<file path="src/rtl/keccak_pkg.sv">
// keccak_pkg: shared definitions for the Keccak absorb front end.
//   - mode_e        : message mode codes carried on cmode (6/7 are reserved)
//   - state_e       : absorb padder FSM states
//   - rate_lanes()  : rate in 64-bit lanes per mode
//   - suffix_of()   : domain-separation suffix byte per mode
package keccak_pkg;
    localparam int         LANE_W         = 64;
    localparam int         MAX_RATE_LANES = 21;
    localparam logic [7:0] SFX_SHA3       = 8'h06;
    localparam logic [7:0] SFX_SHAKE      = 8'h1F;

    typedef enum logic [2:0] {
        MODE_SHA3_224 = 3'd0,
        MODE_SHA3_256 = 3'd1,
        MODE_SHA3_384 = 3'd2,
        MODE_SHA3_512 = 3'd3,
        MODE_SHAKE128 = 3'd4,
        MODE_SHAKE256 = 3'd5
    } mode_e;

    typedef enum logic [1:0] {
        ST_IDLE   = 2'd0,
        ST_ABSORB = 2'd1,
        ST_PAD    = 2'd2
    } state_e;

    // Reserved codes fall back to the SHA3-256 rate.
    function automatic logic [4:0] rate_lanes(input logic [2:0] m);
        case (m)
            MODE_SHA3_224: return 5'd18;
            MODE_SHA3_256: return 5'd17;
            MODE_SHA3_384: return 5'd13;
            MODE_SHA3_512: return 5'd9;
            MODE_SHAKE128: return 5'd21;
            default:       return 5'd17;
        endcase
    endfunction

    // Reserved codes fall back to the SHA3 suffix.
    function automatic logic [7:0] suffix_of(input logic [2:0] m);
        return (m == MODE_SHAKE128 || m == MODE_SHAKE256) ? SFX_SHAKE : SFX_SHA3;
    endfunction
endpackage

</file>
<file path="src/rtl/keccak_pad_lane.sv">
// keccak_pad_lane: combinational lane masker / padder.
//   lane_i          raw lane bytes (little-endian)
//   nbytes_i        number of leading message bytes kept (0..8)
//   place_suffix_i  put the mode suffix into byte nbytes_i
//   place_final_i   OR 0x80 into byte 7 (last lane of the rate block)
//   mode_i          message mode, selects the suffix
//   lane_o          masked and padded lane
module keccak_pad_lane
    import keccak_pkg::*;
(
    input  logic [LANE_W-1:0] lane_i,
    input  logic [3:0]        nbytes_i,
    input  logic              place_suffix_i,
    input  logic              place_final_i,
    input  logic [2:0]        mode_i,
    output logic [LANE_W-1:0] lane_o
);
    logic [7:0] sfx;
    assign sfx = suffix_of(mode_i);

    always_comb begin
        lane_o = '0;
        for (int k = 0; k < 8; k++) begin
            if (4'(k) < nbytes_i)
                lane_o[8*k +: 8] = lane_i[8*k +: 8];
            // The suffix byte sits just past the data, which is already zero here.
            if (place_suffix_i && 4'(k) == nbytes_i)
                lane_o[8*k +: 8] = sfx;
        end
        if (place_final_i)
            lane_o[63:56] = lane_o[63:56] | 8'h80;
    end
endmodule

</file>
<file path="src/rtl/keccak_absorb_padder.sv">
// keccak_absorb_padder: packs a byte stream into 64-bit lanes, applies the
// domain suffix and pad10*1, and presents lanes to the permutation core.
//   clk_i/rst_i                 clock, async active-high reset
//   start_i/cmode_i             begin a message in the given mode (IDLE only)
//   in_valid_i/in_ready_o       input word handshake
//   in_data_i/in_last_i/in_bytes_i  word, end-of-message, valid bytes in last word
//   lane_valid_o/lane_ready_i   lane handshake
//   lane_data_o/lane_idx_o      padded lane and its index in the rate block
//   lane_blk_last_o/lane_msg_last_o  block end / message end markers
//   busy_o                      message in flight
//   err_mode_o                  sticky: last start used a reserved mode
module keccak_absorb_padder
    import keccak_pkg::*;
#(
    parameter int DIN_W = 64
) (
    input  logic                       clk_i,
    input  logic                       rst_i,
    input  logic                       start_i,
    input  logic [2:0]                 cmode_i,
    input  logic                       in_valid_i,
    output logic                       in_ready_o,
    input  logic [DIN_W-1:0]           in_data_i,
    input  logic                       in_last_i,
    input  logic [$clog2(DIN_W/8):0]   in_bytes_i,
    output logic                       lane_valid_o,
    input  logic                       lane_ready_i,
    output logic [LANE_W-1:0]          lane_data_o,
    output logic [4:0]                 lane_idx_o,
    output logic                       lane_blk_last_o,
    output logic                       lane_msg_last_o,
    output logic                       busy_o,
    output logic                       err_mode_o
);
    localparam int WORD_B = DIN_W / 8;

    state_e      state_q, state_d;
    logic [2:0]  mode_q, mode_d;
    logic [4:0]  rate_q, rate_d, cnt_q, cnt_d;
    logic        err_q, err_d;
    logic [31:0] asm_q, asm_d;          // low half of a lane (DIN_W=32 only)
    logic        half_q, half_d;        // low half holds data
    logic        flush_q, flush_d;      // final short half-word waiting for the output register
    logic [3:0]  nbq_q, nbq_d;
    logic        sfx_pend_q, sfx_pend_d; // suffix still owed to a PAD lane
    logic        done_q, done_d;        // msg_last lane already loaded
    logic        vld_q, vld_d, blk_q, blk_d, msg_q, msg_d;
    logic [63:0] data_q, data_d;
    logic [4:0]  idx_q, idx_d;

    logic        out_free, at_last, emit, fin, psfx, pfin, in_ready;
    logic [3:0]  nb_in, nb;
    logic [63:0] din_ext, raw, padded;

    assign out_free = !vld_q || lane_ready_i;
    assign at_last  = (cnt_q == rate_q - 5'd1);
    assign din_ext  = 64'(in_data_i);
    assign nb_in    = (4'(in_bytes_i) > 4'(WORD_B)) ? 4'(WORD_B) : 4'(in_bytes_i);

    keccak_pad_lane u_pad (
        .lane_i         (raw),
        .nbytes_i       (nb),
        .place_suffix_i (psfx),
        .place_final_i  (pfin),
        .mode_i         (mode_q),
        .lane_o         (padded)
    );

    always_comb begin
        state_d = state_q; mode_d = mode_q; rate_d = rate_q; err_d = err_q; cnt_d = cnt_q;
        asm_d = asm_q; half_d = half_q; flush_d = flush_q; nbq_d = nbq_q;
        sfx_pend_d = sfx_pend_q; done_d = done_q;
        emit = 1'b0; raw = din_ext; nb = 4'd8; fin = 1'b0; psfx = 1'b0; pfin = 1'b0;
        in_ready = 1'b0;
        unique case (state_q)
            ST_IDLE: begin
                if (start_i) begin
                    state_d = ST_ABSORB; mode_d = cmode_i; rate_d = rate_lanes(cmode_i);
                    err_d = (cmode_i == 3'd6) || (cmode_i == 3'd7);
                    cnt_d = '0; half_d = 1'b0; flush_d = 1'b0; sfx_pend_d = 1'b0; done_d = 1'b0;
                end
            end
            ST_ABSORB: begin
                if (DIN_W == 64) begin
                    in_ready = out_free;
                    if (in_valid_i && out_free) begin
                        emit = 1'b1; fin = in_last_i;
                        if (in_last_i) nb = nb_in;
                    end
                end else if (flush_q) begin
                    if (out_free) begin
                        emit = 1'b1; raw = {32'b0, asm_q}; nb = nbq_q; fin = 1'b1; flush_d = 1'b0;
                    end
                end else if (!half_q) begin
                    // Low half never needs the output register unless it ends the message.
                    in_ready = 1'b1;
                    if (in_valid_i) begin
                        if (!in_last_i) begin
                            asm_d = din_ext[31:0]; half_d = 1'b1;
                        end else if (out_free) begin
                            emit = 1'b1; raw = {32'b0, din_ext[31:0]}; nb = nb_in; fin = 1'b1;
                        end else begin
                            asm_d = din_ext[31:0]; nbq_d = nb_in; flush_d = 1'b1;
                        end
                    end
                end else begin
                    in_ready = out_free;
                    if (in_valid_i && out_free) begin
                        emit = 1'b1; raw = {din_ext[31:0], asm_q}; fin = in_last_i; half_d = 1'b0;
                        if (in_last_i) nb = 4'd4 + nb_in;
                    end
                end
                // A full final lane leaves the suffix (and maybe the 0x80) to PAD.
                if (emit && fin) begin
                    psfx = (nb != 4'd8);
                    pfin = psfx && at_last;
                    state_d = ST_PAD; sfx_pend_d = !psfx; done_d = pfin;
                end
            end
            ST_PAD: begin
                if (!done_q && out_free) begin
                    emit = 1'b1; raw = '0; nb = 4'd0; psfx = sfx_pend_q; pfin = at_last;
                    sfx_pend_d = 1'b0; done_d = at_last;
                end
                if (vld_q && lane_ready_i && msg_q) state_d = ST_IDLE;
            end
            default: state_d = ST_IDLE;
        endcase
        if (emit) cnt_d = at_last ? 5'd0 : cnt_q + 5'd1;

        vld_d = emit ? 1'b1 : (lane_ready_i ? 1'b0 : vld_q);
        data_d = emit ? padded  : data_q;
        idx_d  = emit ? cnt_q   : idx_q;
        blk_d  = emit ? at_last : blk_q;
        msg_d  = emit ? pfin    : msg_q;
    end

    always_ff @(posedge clk_i or posedge rst_i) begin
        if (rst_i) begin
            state_q <= ST_IDLE; mode_q <= '0; rate_q <= 5'd17; err_q <= 1'b0; cnt_q <= '0;
            asm_q <= '0; half_q <= 1'b0; flush_q <= 1'b0; nbq_q <= '0;
            sfx_pend_q <= 1'b0; done_q <= 1'b0;
            vld_q <= 1'b0; data_q <= '0; idx_q <= '0; blk_q <= 1'b0; msg_q <= 1'b0;
        end else begin
            state_q <= state_d; mode_q <= mode_d; rate_q <= rate_d; err_q <= err_d; cnt_q <= cnt_d;
            asm_q <= asm_d; half_q <= half_d; flush_q <= flush_d; nbq_q <= nbq_d;
            sfx_pend_q <= sfx_pend_d; done_q <= done_d;
            vld_q <= vld_d; data_q <= data_d; idx_q <= idx_d; blk_q <= blk_d; msg_q <= msg_d;
        end
    end

    assign in_ready_o      = in_ready;
    assign lane_valid_o    = vld_q;
    assign lane_data_o     = data_q;
    assign lane_idx_o      = idx_q;
    assign lane_blk_last_o = blk_q;
    assign lane_msg_last_o = msg_q;
    assign busy_o          = (state_q != ST_IDLE);
    assign err_mode_o      = err_q;
endmodule

</file>
<file path="config.mk">
export PLATFORM = sky130hd
export DESIGN_NAME = keccak_absorb_padder
export DESIGN_NICKNAME = d
export VERILOG_FILES = /design/src/rtl/keccak_pkg.sv /design/src/rtl/keccak_pad_lane.sv /design/src/rtl/keccak_absorb_padder.sv
export SDC_FILE = /design/constraint.sdc
export NUM_CORES = 1
export LEC_CHECK = 0
export ABC_AREA = 1
export CAP_MARGIN = 15
export CORE_ASPECT_RATIO = 1.75
export CORE_MARGIN = 2
export CORE_UTILIZATION = 50
export DETAILED_ROUTE_END_ITERATION = 8
export PLACE_DENSITY = 0.87
export SLEW_MARGIN = 20
export SYNTH_ARGS = -nofsm -noshare
export SYNTH_HDL_FRONTEND = slang
export SYNTH_SLANG_ARGS = --single-unit
</file>
<file path="constraint.sdc">
create_clock -name clk_i -period 7 [get_ports clk_i]
set_input_delay 0.7 -clock clk_i [delete_from_list [all_inputs] [get_ports clk_i]]
set_output_delay 0.7 -clock clk_i [all_outputs]
set_load 0.02 [all_outputs]
</file>
Word level (Yosys, flattened, before mapping)
Cells that the tools add are included.

Register bits: 90. Input bits: 77. Output and inout port bits: 75. Word-level logic and storage cells: 134.

$add $sub $neg: 2. Magnitude comparators: 9. Equality and inequality tests: 22. Muxes and demuxes: 57. Reductions and logical operators: 32.

Operators by type and width (number): 8-bit two-way mux (17); 64-bit two-way mux (2); 5-bit two-way mux (5); 4-bit two-way mux (5); 5-bit case mux with 4 select lines (1); 1-bit two-way mux (17); 3-bit by 4-bit equality test with 1-bit output, first input constant (4); 3-bit by 4-bit < comparator with 1-bit output, first input constant (4); 3-bit equality test, second input constant (5); 1-bit logical AND (14); 2-bit by 4-bit equality test with 1-bit output, first input constant (2); 1-bit by 4-bit < comparator with 1-bit output, first input constant (2); 2-bit by 4-bit < comparator with 1-bit output, first input constant (2); 2-bit inequality test, second input constant (4); 4-bit case mux with 2 select lines (1); 2-bit nonzero test (4); 3-bit by 2-bit equality test with 1-bit output, second input constant (2); 2-bit two-way mux (3); 1-bit case mux with 2 select lines (3); 1-bit case mux with 3 select lines (2); 2-bit case mux with 3 select lines (1); 5-bit by 1-bit adder with 5-bit output, second input constant (1); 5-bit equality test (1); 5-bit by 1-bit subtractor with 5-bit output, second input constant (1); other kinds (14) (19).

Longest topological paths before layout
Gate-level depths: netlist of the first run.

Depth after elaboration: 11. Gate-level depth with buffers: 13. Mapped depth without buffers: 11.

Hierarchy
Synthesis of the first run repeated with hierarchy kept, for this count alone.

Cells, all modules: 773. Area total of the unflattened synthesis: 5076.1 µm².

Modules (own cells, without submodules): keccak_absorb_padder (instances 1, cells an instance 601, area each 4375.4 µm², sequential area each 2254.7 µm²); keccak_pad_lane (instances 1, cells an instance 172, area each 700.7 µm², sequential area each 0.0 µm²).

Least setup slack after synthesis of the first run
No wires, ideal clock.

Path type: reg2out. Start: reg state_q[1]. End: out in_ready_o. Arrival time: 1.188 ns. Required time: 6.300 ns. Path slack: 5.112 ns. Stages on the path, launching flop included: 5. Path buffers: 0. Path through: dfrtp_1 -> inv_1 -> ha_1 -> inv_2 -> a21oi_1.

Longest elaborated chain between the ends: 2.

Ends and longest elaborated chain: start, declared (line keccak_absorb_padder.sv:37) `state_e state_q, state_d;`; start signal, assigned (line keccak_absorb_padder.sv:145) `state_q <= state_d; mode_q <= mode_d; rate_q <= rate_d; err_q <= err_d; cnt_q <= cnt_d;`; 2-bit by 1-bit equality test with 1-bit output; 1-bit two-way mux (line keccak_absorb_padder.sv:75) `unique case (state_q)`; end, declared (line keccak_absorb_padder.sv:22) `output logic in_ready_o,`.

No other way between the ends.

Worst setup path in the final report of the first run
Start: in lane_ready_i. End: reg cnt_q[2].

Longest elaborated chain between the ends: 7. Elaborated cells between the ends (all ways): 11. Those cells by class: mux (5); reduce/logical (6).

Ends and longest elaborated chain: start, declared (line keccak_absorb_padder.sv:27) `input logic lane_ready_i,`; 1-bit logical OR * (line keccak_absorb_padder.sv:55) `assign out_free = !vld_q || lane_ready_i;`; 1-bit logical AND; 1-bit two-way mux (line keccak_absorb_padder.sv:86) `if (in_valid_i && out_free) begin`; 1-bit two-way mux (line keccak_absorb_padder.sv:75); 1-bit case mux with 2 select lines * (line keccak_absorb_padder.sv:75); 2-bit nonzero test (no source line); 2-bit AND reduction (no source line); end signal, assigned (line keccak_absorb_padder.sv:145); end, declared (line keccak_absorb_padder.sv:39) `logic [4:0] rate_q, rate_d, cnt_q, cnt_d;`.

Mark *: on every way between the ends. The rest lies on a longest branch, timed or not. The select of a mux whose other input is x is not followed. A chain may end at the register's enable or synchronous reset.

==> impl_metrics.yaml, run 1 <==
run_status:
  status: "completed"
worst_setup_path:
  path_max_fanout: 67
  worstSetupPathType: "primary input to flop"
  startpoint_type: "primary input"
  slowest_delay_ps: 530
  crit_arrival_ps: 3180
  crit_path_top_delay_cell: "buf_4"
  endpoint_kind: "flop"
  crit_path_cell_trace: "clkdlybuf4s50_1, inv_2, nand2_4, nand2_4, inv_2, nand2_2, o21ai_2, nand2_2, buf_4, nand2_1, o22ai_1"
  crit_required_ps: 7260
timing:
  hold_ws_ps: 481
  drv_slew: 0
  max_freq_mhz: 342
  relSlewSlack_pct: 46.5
  fin_crit_ps: 2920
  grt_setup_unrepaired: "false"
  finalHoldViolCount: 0
  timing.final.crit_share_pct: 41.8
  worst_pin_slew_ps: 802
  setup_violations: 0
  finClkSkew_ps: 3.75
  setup_ws_ps: 4080
  tns_ps: 0
synthesis:
  yosys.area_share.adder_pct: 1.67
  synthMuxAreaShare_pct: 0
  synth_top_family_by_area: "simple AND/OR/NAND/NOR gates"
  synth_edf_count: 0
  synth_top_cells_by_area: "dfrtp_1 48%, nand2_1 17%, nand3_1 5.3%, inv_1 3.1%, nor2_1 2.9%"
  ys_types: 37
  yosys.area.top_type_share_pct: 48.3
  synth_area_leader_cell: "dfrtp_1"
  synthArstFlopShare_pct: 100
  syn_avg_cell_area_um2: 8.18
  synth_warnings: 0
  synthCells: 551
  synth.cell_area_um2: 4510
  ys_seq_elements: 89
  ys.flop_type: "dfrtp_1"
  yosys.area_share.simple_pct: 32.8
  synth-xor-area-share_pct: 1.94
  seq_area_frac_synth_pct: 49.5
  syn-num-nets: 634
  synth_compound_area_share_pct: 7.24
pwr:
  p_per_area_nw_per_um2: 454
  p_leak_uw: 0.00310
  vdd_drop_max_mv: 0.226
worst_hold_path:
  min_path_type: "flop to flop"
placement:
  place_hpwl_um: 10000
  gp_congestion: 0.862
  port_buffers: 151
  place_ws_ps: 3800
die:
  die_width_um: 75.8
  io_pins: 152
  rows: 45
  coreArea_um2: 8730
  die_h_um: 130
  start_util_pct: 51.7
  dieArea_um2: 9820
routing:
  drt_wl_total_um: 13500
  postRouteAntennaNets: 0
  drt_iter0_drc: 408
  avgViaCountPerCell: 5.42
  drt-pass1-iter-count: 5
  drc: 0
  num_vias: 4422
  wire_per_inst_um: 16.6
cts:
  clk_pin_slew_ps: 60
  cts.sinks: 89
  cts_tree: "yes"
  cts_root_buf: "clkbuf_16"
  cts_hold_buf: 0
  ctsResizeCount: 0
  ctsLongestPathBuffers: 2
  post_cts_buffers: 0
  insertion_delay_ps: 340
  cts_buffers: 9
  ctsHtreeMaxLevel: 3
layout:
  drive_above_1_share_pct: 7.87
  area_growth_pct: 40.1
  nets: 777
  postLayoutCoreUtil_pct: 72.4
  antenna_cells: 0
  layout_commonest_cell: "nand2_1"
  layout_common_cells: "199 x nand2_1, 151 x clkdlybuf4s50_1, 87 x dfrtp_1"
global_routing:
  grt_pass1_vias: 4494
  grt_overflow: 0
  grt_max_degree: 90
  grt_pass1_wl_um: 21100
  grtUsageTotal_pct: 28.9
  grt_antenna_before_repair: 0
job:
  max_cap_violations: 0
==> path summary, 6_finish.rpt <==
path | from | end | slack [ps] | cells after the start
max | lane_ready_i | cnt_q[2] | 4080 | 11
min | lane_data_o[13] | lane_data_o[13] | 480 | 2
max reg2reg | state_q[0] | cnt_q[2] | 4330 | 8
min reg2reg | lane_data_o[13] | lane_data_o[13] | 480 | 2
max in group asynchronous | rst_i | lane_data_o[14] | 5570 | 3
min in group asynchronous | rst_i | lane_idx_o[3] | 900 | 3
==> worst max-delay path: cells and delay by family <==
kind | cells | cell delay (ps)
AO/OA/AOI/OAI | 2 | 390
AND/OR/NAND/NOR | 5 | 940
buffers and inverters | 4 | 1110
==> flip-flops by register name (all words and copies together), names as in the netlist <==
name             cells
done_q               1
lane_blk_last_o      1
lane_msg_last_o      1
mode_q               2
sfx_pend_q           1
rate_q               5
lane_idx_o           5
lane_data_o         64
err_mode_o           1
state_q              2
cnt_q                5
lane_valid_o         1
==> per-stage QoR <==
stage          total power [µW]  cells  cell area, µm²
3_3_place_gp               2350    800            6030
6_report                   2860    816            6310
5_1_grt                    3050    816            6310
3_5_place_dp               2410    800            6030
2_1_floorplan              1840    551            4510
4_1_cts                    2870    816            6310
==> report_power, final <==
group	internal (µW)	switching, µW
registers	725	127
logic	600	965
clock network	260	188
==> cells by family (layout without fill, tap and decap cells) <==
family | Yosys count | in the layout
buffers and inverters | 65 | 213
adders and majority gates | 6 | 6
and+or+nand+nor | 323 | 323
xor gates and xnor gates | 10 | 10
AOI/OAI and AO/OA | 58 | 58
DFF | 89 | 89
==> final cells by class <==
cell class / instances / area, µm²
Fill cell: 666 / 2410
Multi-Input combinational cell: 397 / 1970
Tap cell: 117 / 146
Clock inverter: 2 / 12.5
Inverter: 44 / 166
Timing Repair Buffer: 153 / 1530
Sequential cell: 89 / 2230
Clock buffer: 14 / 264
==> per-layer routing <==
layer	track usage (%)	vias to the layer above	wire, µm
li1	-	2039	-
met1	30.8	2150	4690
met2	50.7	186	7480
met3	5.68	47	624
met4	17.1	0	740
met5	0	-	0
==> cells in the mapped netlist (2+ instances only) <==
library cell,instances
nand2_1,199
dfrtp_1,87
nand3_1,48
inv_1,37
nor2_1,35
o21ai_0,20
a21oi_1,19
buf_4,10
nand2_2,8
nand4_1,8
buf_2,7
inv_2,7
ha_1,6
nand2_4,6
nand3b_1,6
o21ai_1,6
xnor2_1,6
xor2_1,4
buf_6,3
nor2_2,3
nor2_4,3
o21ai_2,3
o22ai_1,3
a21oi_2,2
dfstp_2,2
o21a_1,2
(Power assumes the default switching activity.)
==> inputs of run 2 (changes only) <==
--- a/config.mk
+++ b/config.mk
@@ -9,9 +9,9 @@
 export CAP_MARGIN = 15
 export CORE_ASPECT_RATIO = 1.75
 export CORE_MARGIN = 2
-export CORE_UTILIZATION = 50
+export CORE_UTILIZATION = 42
 export DETAILED_ROUTE_END_ITERATION = 8
-export PLACE_DENSITY = 0.87
+export PLACE_DENSITY = 0.78
 export SLEW_MARGIN = 20
 export SYNTH_ARGS = -nofsm -noshare
 export SYNTH_HDL_FRONTEND = slang
==> constraint.sdc (replaced) <==
create_clock -name clk_i -period 2.5 [get_ports clk_i]
set_input_delay 0.25 -clock clk_i [delete_from_list [all_inputs] [get_ports clk_i]]
set_output_delay 0.25 -clock clk_i [all_outputs]
set_load 0.02 [all_outputs]
==> impl_metrics.yaml, run 2 (synthesized netlist as in run 1, its figures left out) <==
cts:
  clk_pin_slew_ps: 60
  insertion_delay_ps: 340
  ctsLongestPathBuffers: 2
  cts_tree: "yes"
  cts.sinks: 89
  cts_root_buf: "clkbuf_16"
  ctsHtreeMaxLevel: 3
  post_cts_buffers: 0
  cts_buffers: 9
worst_setup_path:
  crit_family: "buffers and inverters"
  slowest_delay_ps: 610
  crit_path_cell_trace: "inv_1, ha_1, inv_2, a21oi_1, clkdlybuf4s50_1"
  r2r_end: "lane_data_o[45]"
  endpoint_kind: "output port"
  startpoint_type: "flop"
  rrSetupSlack_ps: 280
  worstSetupPathType: "flop to output port"
  startpoint: "state_q[1]"
  path_max_fanout: 4
  crit_required_ps: 2250
  ff2ff_path_depth: 10
  crit_arrival_ps: 2000
  worst-path-stages: 5
  cp_num_buf_inv: 3
  crit_path_top_delay_cell: "clkdlybuf4s50_1"
  crit-reg2reg-launch: "state_q[0]"
timing:
  max_freq_mhz: 445
  finalHoldViolCount: 0
  drv_slew: 0
  timing.final.crit_share_pct: 90.0
  grt_setup_unrepaired: "false"
  relSlewSlack_pct: 58.8
  tns_ps: 0
  setup_violations: 0
  finClkSkew_ps: 4.71
  fin_crit_ps: 2250
  worst_pin_slew_ps: 616
die:
  die_width_um: 82.3
  die_h_um: 141
  io_pins: 152
  dieArea_um2: 11600
  start_util_pct: 42.6
  coreArea_um2: 10600
  rows: 50
pwr:
  vdd_drop_max_mv: 0.784
  p_leak_uw: 0.00317
  p_per_area_nw_per_um2: 1290
job:
  max_cap_violations: 0
routing:
  drc: 0
  wire_per_inst_um: 16.3
  postRouteAntennaNets: 0
  drt_wl_total_um: 13700
  avgViaCountPerCell: 5.19
  drt_iter0_drc: 332
  num_vias: 4346
  drt-pass1-iter-count: 7
layout:
  layout_common_cells: "199 x nand2_1, 151 x clkdlybuf4s50_1, 87 x dfrtp_1"
  drive_above_1_share_pct: 9.05
  layout_commonest_cell: "nand2_1"
  area_growth_pct: 43.4
  nets: 786
  largest_register_ffs: 64
  postLayoutCoreUtil_pct: 61.1
global_routing:
  grt_max_degree: 41
  grt_antenna_before_repair: 1
  grt_pass1_vias: 4462
  grt_overflow: 0
  grtUsageTotal_pct: 24.6
  grt_pass1_wl_um: 21500
run_status:
  status: "completed"
placement:
  port_buffers: 151
  gp_congestion: 0.850
  place_hpwl_um: 10600
worst_hold_path:
  min_path_type: "primary input to async pin"
==> run 2: repair_timing <==
action / 4_1_cts / 5_1_grt
hold buffers: 0 / 0
hold endpoints to repair: 0 / 0
gates resized for setup: 0 / 1
setup endpoints to repair: 0 / 5
==> run 2: worst max path at each step <==
stage,to,slack [ps]
3_3_place_gp,lane_data_o[12],290
3_5_place_dp,lane_data_o[0],150
2_1_floorplan,lane_data_o[0],740
4_1_cts,lane_data_o[0],140
5_1_grt,lane_data_o[1],80
6_report,in_ready_o,250
==> run 2: power breakdown <==
group          internal, µW  total [µW]  switching (µW)
sequential             2030        2380             354
combinational          1790        4520            2730
clock                   897        1430             536
total                  4710        8330            3620
==> run 2: metrics by stage <==
| step | hold WS, ps | std cells | worst slack (ps) | power [µW] | instance area [µm²] |
|---|---|---|---|---|---|
| after floorplan | 364 | 551 | 743 | 5160 | 4510 |
| after global placement | 464 | 822 | 295 | 6750 | 6150 |
| after detailed placement | 465 | 822 | 147 | 6900 | 6150 |
| after CTS | 326 | 837 | 139 | 8370 | 6460 |
| after global routing | 370 | 838 | 78.2 | 8890 | 6460 |
| final | 315 | 838 | 251 | 8330 | 6460 |
==> run 2: area by class of cell <==
cell class	count	area, µm²
Multi-Input combinational cell	397	1970
Inverter	44	169
Antenna cell	1	2.50
Fill cell	922	4110
Sequential cell	89	2230
Tap cell	130	163
Clock buffer	12	246
Clock inverter	3	65.1
Timing Repair Buffer	162	1620
==> run 2: per-layer routing <==
metal  wire length, µm  track usage (%)  up-vias
met4               734             16.3        0
li1                  -                -     2057
met2              7560             43.5      167
met5                 0                0        -
met3               696             2.62       50
met1              4690             26.4     2072
